$ cat src/rtl/mtf_decode.sv
// Move-to-front decoder: literal/index tokens in, decoded bytes out, 4-entry recency list.
// Optional per-token-type statistics counters are enabled by defining MTF_DECODE_STATS_EN.
module mtf_decode (
    input  logic       clk_in,
    input  logic       rst_in,
    input  logic       tok_valid_in,
    input  logic       tok_is_index_in,
    input  logic [7:0] tok_data_in,
    output logic       tok_ready_out,
    output logic [7:0] data_out,
    output logic       data_out_valid,
    input  logic       data_ready_in,
    output logic       err_out,
    output logic [2:0] list_count_out
`ifdef MTF_DECODE_STATS_EN
    ,
    output logic [15:0] lit_cnt_out,
    output logic [15:0] idx_cnt_out,
    output logic [15:0] err_cnt_out
`endif
);

    localparam int unsigned DATA_W  = 8;
    localparam int unsigned DEPTH   = 4;
    localparam int unsigned COUNT_W = 3;

    typedef enum logic {
        S_EMPTY = 1'b0,
        S_FULL  = 1'b1
    } state_e;

    state_e              state_q, state_d;
    logic [DATA_W-1:0]   data_q, data_d;
    logic                err_q, err_d;
    logic [COUNT_W-1:0]  count_q, count_d;
    logic [DATA_W-1:0]   entry_q [DEPTH];
    logic [DATA_W-1:0]   entry_d [DEPTH];

    logic                ready_c;
    logic                accept_c;
    logic                good_c;
    logic                bad_c;
    logic                hit_c;
    logic [1:0]          hit_pos_c;
    logic [1:0]          shift_pos_c;
    logic [1:0]          k_c;
    logic [DATA_W-1:0]   sel_byte_c;

`ifdef MTF_DECODE_STATS_EN
    localparam int unsigned STAT_W = 16;
    logic [STAT_W-1:0] lit_cnt_q, lit_cnt_d;
    logic [STAT_W-1:0] idx_cnt_q, idx_cnt_d;
    logic [STAT_W-1:0] err_cnt_q, err_cnt_d;
`endif

    // Token lookup, list update and output FSM, all from pre-edge list state.
    always_comb begin
        state_d     = state_q;
        data_d      = data_q;
        err_d       = 1'b0;
        count_d     = count_q;
        entry_d     = entry_q;
        hit_c       = 1'b0;
        hit_pos_c   = 2'd3;

        ready_c     = !rst_in && ((state_q == S_EMPTY) || data_ready_in);
        accept_c    = tok_valid_in && ready_c;
        k_c         = tok_data_in[1:0];

        // Descending scan so the lowest matching valid position wins.
        for (int i = DEPTH - 1; i >= 0; i--) begin
            if ((COUNT_W'(i) < count_q) && (entry_q[2'(i)] == tok_data_in)) begin
                hit_c     = 1'b1;
                hit_pos_c = 2'(i);
            end
        end

        good_c      = accept_c && (!tok_is_index_in || ({1'b0, k_c} < count_q));
        bad_c       = accept_c && tok_is_index_in && !({1'b0, k_c} < count_q);
        shift_pos_c = tok_is_index_in ? k_c : hit_pos_c;
        sel_byte_c  = tok_is_index_in ? entry_q[k_c] : tok_data_in;

        if (good_c) begin
            for (int i = 1; i < DEPTH; i++) begin
                if (2'(i) <= shift_pos_c) begin
                    entry_d[2'(i)] = entry_q[2'(i - 1)];
                end
            end
            entry_d[0] = sel_byte_c;
            data_d     = sel_byte_c;
            if (!tok_is_index_in && !hit_c && (count_q != COUNT_W'(DEPTH))) begin
                count_d = count_q + COUNT_W'(1);
            end
        end

        err_d = bad_c;

        case (state_q)
            S_EMPTY: if (good_c) state_d = S_FULL;
            S_FULL:  if (data_ready_in && !good_c) state_d = S_EMPTY;
            default: state_d = S_EMPTY;
        endcase
    end

`ifdef MTF_DECODE_STATS_EN
    always_comb begin
        lit_cnt_d = lit_cnt_q;
        idx_cnt_d = idx_cnt_q;
        err_cnt_d = err_cnt_q;
        if (good_c && !tok_is_index_in && (lit_cnt_q != '1)) lit_cnt_d = lit_cnt_q + STAT_W'(1);
        if (good_c && tok_is_index_in && (idx_cnt_q != '1))  idx_cnt_d = idx_cnt_q + STAT_W'(1);
        if (bad_c && (err_cnt_q != '1))                      err_cnt_d = err_cnt_q + STAT_W'(1);
    end

    always_ff @(posedge clk_in) begin
        if (rst_in) begin
            lit_cnt_q <= '0;
            idx_cnt_q <= '0;
            err_cnt_q <= '0;
        end else begin
            lit_cnt_q <= lit_cnt_d;
            idx_cnt_q <= idx_cnt_d;
            err_cnt_q <= err_cnt_d;
        end
    end

    assign lit_cnt_out = lit_cnt_q;
    assign idx_cnt_out = idx_cnt_q;
    assign err_cnt_out = err_cnt_q;
`endif

    always_ff @(posedge clk_in) begin
        if (rst_in) begin
            state_q <= S_EMPTY;
            data_q  <= '0;
            err_q   <= 1'b0;
            count_q <= '0;
            for (int i = 0; i < DEPTH; i++) entry_q[i] <= '0;
        end else begin
            state_q <= state_d;
            data_q  <= data_d;
            err_q   <= err_d;
            count_q <= count_d;
            for (int i = 0; i < DEPTH; i++) entry_q[i] <= entry_d[i];
        end
    end

    assign tok_ready_out  = ready_c;
    assign data_out       = data_q;
    assign data_out_valid = (state_q == S_FULL);
    assign err_out        = err_q;
    assign list_count_out = count_q;

endmodule

$ cat config.mk
export PLATFORM = sky130hd
export DESIGN_NAME = mtf_decode
export DESIGN_NICKNAME = d
export VERILOG_FILES = /design/src/rtl/mtf_decode.sv
export SDC_FILE = /design/constraint.sdc
export NUM_CORES = 1
export LEC_CHECK = 0
export CAP_MARGIN = 40
export CORE_MARGIN = 2
export CORE_UTILIZATION = 50
export DETAILED_ROUTE_END_ITERATION = 12
export GPL_TIMING_DRIVEN = 1
export HOLD_SLACK_MARGIN = 0.15
export MAX_ROUTING_LAYER = met4
export PLACE_DENSITY = 0.85
export SYNTH_ARGS = -nofsm -noshare
export SYNTH_HDL_FRONTEND = slang
export SYNTH_SLANG_ARGS = --single-unit
$ cat constraint.sdc
create_clock -name clk_in -period 3.5 [get_ports clk_in]
set_clock_uncertainty 0.15 [all_clocks]
set_input_delay 0.875 -clock clk_in [delete_from_list [all_inputs] [get_ports clk_in]]
set_output_delay 0.875 -clock clk_in [all_outputs]
set_load 0.02 [all_outputs]
# Yosys cells after proc, flatten, opt, wreduce, memory -nomap -nowiden
# Index checks and enable logic that the tools add are counted.
# word_totals
ff_bits,21
inputBits,13
elab_cells,55
# classes
n_addsub,1
order_cmp,7
eq_ne,4
n_mux,15
bitwise,2
reduce_logical,21
# ops
op,count
two-way mux 8 bit,3
binary-select mux 8 bit (select 2 bit),1
== test 8 bit,2
logical AND 1 bit,12
"== test 8 bit, first input constant",1
two-way mux 1 bit,7
"< comparator 1 x 3 -> 1 bit, first input constant",2
"< comparator 2 x 3 -> 1 bit, first input constant",2
two-way mux 2 bit,3
logical NOT 1 bit,5
AND reduction 2 bit,2
"adder 3 x 1 -> 3 bit, second input constant",1
"greater-or-equal comparator 3 bit, second input constant",1
< comparator 2 x 3 -> 1 bit,1
"inequality test 3 bit, second input constant",1
inverter 2 -> 3 bit,1
"less-or-equal comparator 1 x 2 -> 1 bit, first input constant",1
logical OR 1 bit,2
one-hot mux 1 bit (2 select lines),1
inverter 1 bit,1

# Longest topological paths before layout
# depth
word_depth,10
mapped_depth,7
depth_no_buf,6

# Worst setup path after synthesis
# No wires, ideal clock.
# synth_timing
path_type,input-to-output
start,in rst_in
end,out tok_ready_out
t_arrival_ns,1.310
setup_slack_ns,1.165
path_stages,2
path_buffers,1
path_cell_list,clkbuf_8 -> nor2_1
# synth_between
elab_chain_len,2
# synth_lines
element,line_no,text
start: declaration,5,"input logic rst_in,"
logical NOT 1 bit,66,ready_c = !rst_in && ((state_q == S_EMPTY) || data_ready_in);
logical AND 1 bit,66,
end: declaration,9,"output logic tok_ready_out,"
# No other way between the ends.

# Worst setup path after layout
# layout_timing
start,in data_ready_in
end,out tok_ready_out
# layout_between
elab_chain_len,2
# layout_lines
element,line_no,text
start: declaration,12,"input logic data_ready_in,"
logical OR 1 bit,66,
logical AND 1 bit,66,
# No other way between the ends.

==> results.cfg <==
[die]
num_rows = 18
num_io_pins = 27
core_sq_um = 2500
die-height_microns = 55.43
die_w_microns = 55.43
die-area_sq_um = 3072
start_util = 0.5290

[grt]
grt_overflow = 0
antenna_found_initial = 0
grt_max_degree = 23
grt_pass1_wl_mm = 5.299
globalRouteTotalUtil = 0.2176
grt_pass1_vias = 1141

[worst_hold_path]
min_path_type = register to register

[power]
power.density_nw_per_um2 = 309.8
vdd_drop_max_uv = 225.3
p_leak_nw = 0.5626

[detailed_routing]
num_vias = 1243
ant_nets = 0
firstDrtPassIters = 5
finalWirelength_mm = 3.217
drt_iter0_drc = 50
wl_per_cell_microns = 15.54
vias_per_cell = 6.005
drc = 0

[worst_setup_path]
end_kind = output port
critical_path.max_fanout = 4
crit_path_end = tok_ready_out
critical-path-top-delay-family = buffers and inverters
rrSetupSlack_ps = 1360
cp-startpoint = data_ready_in
r2r-start = list_count_out[1]
crit_cells = 4
worst_r2r_path_depth = 6
crit_arrival_ps = 2160
slowest_stage = clkdlybuf4s50_1
path_class = primary input to output port
cp_num_buf_inv = 2
path_cells = clkdlybuf4s50_1 -> nor2b_4 -> nor2_1 -> clkdlybuf4s50_1
crit_top_cell = clkdlybuf4s50_1
max_stage_delay_ps = 620
startpoint_type = primary input
critical_path_required_ps = 2470
r2r_end = entry_q[25]

[cts]
post_cts_buffers = 0
path_clk_slew_ps = 120
clock_tree.buffer_depth = 2
clock_latency_ps = 310
cts_max_level = 1
root_buffer = clkbuf_4
cts.sinks = 21
cts_buffers = 3
cts.repair.resized = 0
postCtsHoldBufs = 0
cts_tree = built

[synth]
synth_fp_nets = 173
synth-async-reset-ratio = 0
ys.flop_type = dfxtp_1
synth_edf_count = 0
netlist_instances = 156
yosysWarnings = 0
syn_area_sq_um = 1323
synth.distinct_cells = 41
yosysSeqAreaShare = 0.3179
syn_area_per_cell_sq_um = 8.478
synth_seq_cells = 21

[run]
max-cap-violations = 0

[finish]
final_common_cell = clkdlybuf4s50_1
drive_gt1_frac = 0.1017
nNetsFinal = 195
fillers = 212
final_cell_mix = clkdlybuf4s50_1 (26), dfxtp_1 (21), nor2_1 (15), nand3_1 (12), a21oi_1 (11)
n_antenna_cell = 0
fin_cells = 207
area_growth_pct = 20.06

[place]
io_buffers = 26
routabilityCongestion = 0.8863
dp_hpwl_mm = 2.320
placed_cells = 203

[sta]
timing.slew.headroom = 0.6577
rsz0062_at_grt = no
finalSetupViolCount = 0
fin_crit_sh = 0.9092
hold_slack_ps = 362.2
fmax_mhz = 314.2
setup-tns-final_ps = 0
tightest_slew_ps = 512.3
finalHoldViolations = 0
period_minus_slack_ps = 3182
drv_slew = 0

[run_status]
status = completed
==> how the worst min path moves through the flow <==
| stage | from | to | slack [ps] | cells after the start |
|---|---|---|---|---|
| 3_5_place_dp | entry_q[16] | entry_q[16] | 340 | 2 |
| 6_report | entry_q[16] | entry_q[16] | 360 | 2 |
| 3_3_place_gp | entry_q[16] | entry_q[16] | 330 | 2 |
| 4_1_cts | entry_q[16] | entry_q[16] | 360 | 2 |
| 5_1_grt | entry_q[20] | entry_q[20] | 390 | 2 |
| 2_1_floorplan | entry_q[16] | entry_q[16] | 310 | 2 |
==> tightest hold or removal path, stage by stage, from the launching register on <==
cell	delay, ps
dfxtp_1	340
o21ai_1	70
a21oi_1	70
==> logic make-up after synthesis <==
group / count (synthesis) / share of synthesized area
flip-flops: 21 / 0.3179
XOR/XNOR: 15 / 0.09934
AND/OR/NAND/NOR: 57 / 0.2526
AO/OA/AOI/OAI: 41 / 0.2072
buffers and inverters: 18 / 0.08514
adder cells (fa/ha/maj): 4 / 0.03784
==> where the power goes <==
group          internal, mW  switching (mW)
clock                0.0427          0.0750
sequential            0.247         0.00945
combinational        0.0547          0.0625
==> layer usage <==
metal	vias up	GRT usage	share of wire
met1	585	0.2820	0.41
met5	-	-	0
met4	0	0.07317	0.016
met3	7	0.02576	0.067
li1	597	-	-
met2	54	0.3520	0.51
==> sequential cells by signal, summed over array words and instances, names as in the netlist <==
name,count
list_count_out,3
data_out_valid,1
err_out,1
entry_q,16
==> area by class of cell <==
class                   count  area (sq um)  area share
multi-input cells         117         789.5      0.4972
flip-flops and latches     21         420.4      0.2648
repair buffers             31         297.8      0.1875
well taps                  30         37.54     0.02364
clock buffers               3         22.52     0.01418
inverters                   4         15.01    0.009456
clock inverters             1         5.005    0.003152
==> synth_stat cells (3+ instances only) <==
| cell type | instances | area share |
|---|---|---|
| ha_1 | 4 | 0.038 |
| nor2_1 | 15 | 0.043 |
| buf_4 | 8 | 0.045 |
| o21ai_0 | 4 | 0.015 |
| nor3_1 | 8 | 0.030 |
| o21ai_1 | 8 | 0.030 |
| inv_1 | 3 | 0.0085 |
| a221oi_1 | 6 | 0.040 |
| buf_2 | 4 | 0.015 |
| a21oi_1 | 11 | 0.042 |
| xnor2_1 | 8 | 0.053 |
| dfxtp_1 | 21 | 0.32 |
| nand3_1 | 12 | 0.045 |
| and2_1 | 6 | 0.028 |
| xor2_1 | 7 | 0.046 |
==> metrics by stage <==
step	total power, mW	worst slack [ps]	area (sq um)	util
2_1_floorplan	0.3362	1165	1323	-
5_1_grt	0.5134	269.4	1588	0.6351
4_1_cts	0.4964	310.2	1588	0.6351
3_3_place_gp	0.3744	349.7	1560	0.6241
6_report	0.4918	317.7	1588	0.6351
3_5_place_dp	0.3780	318.5	1560	0.6241
Power figures use the tool's default switching activity.
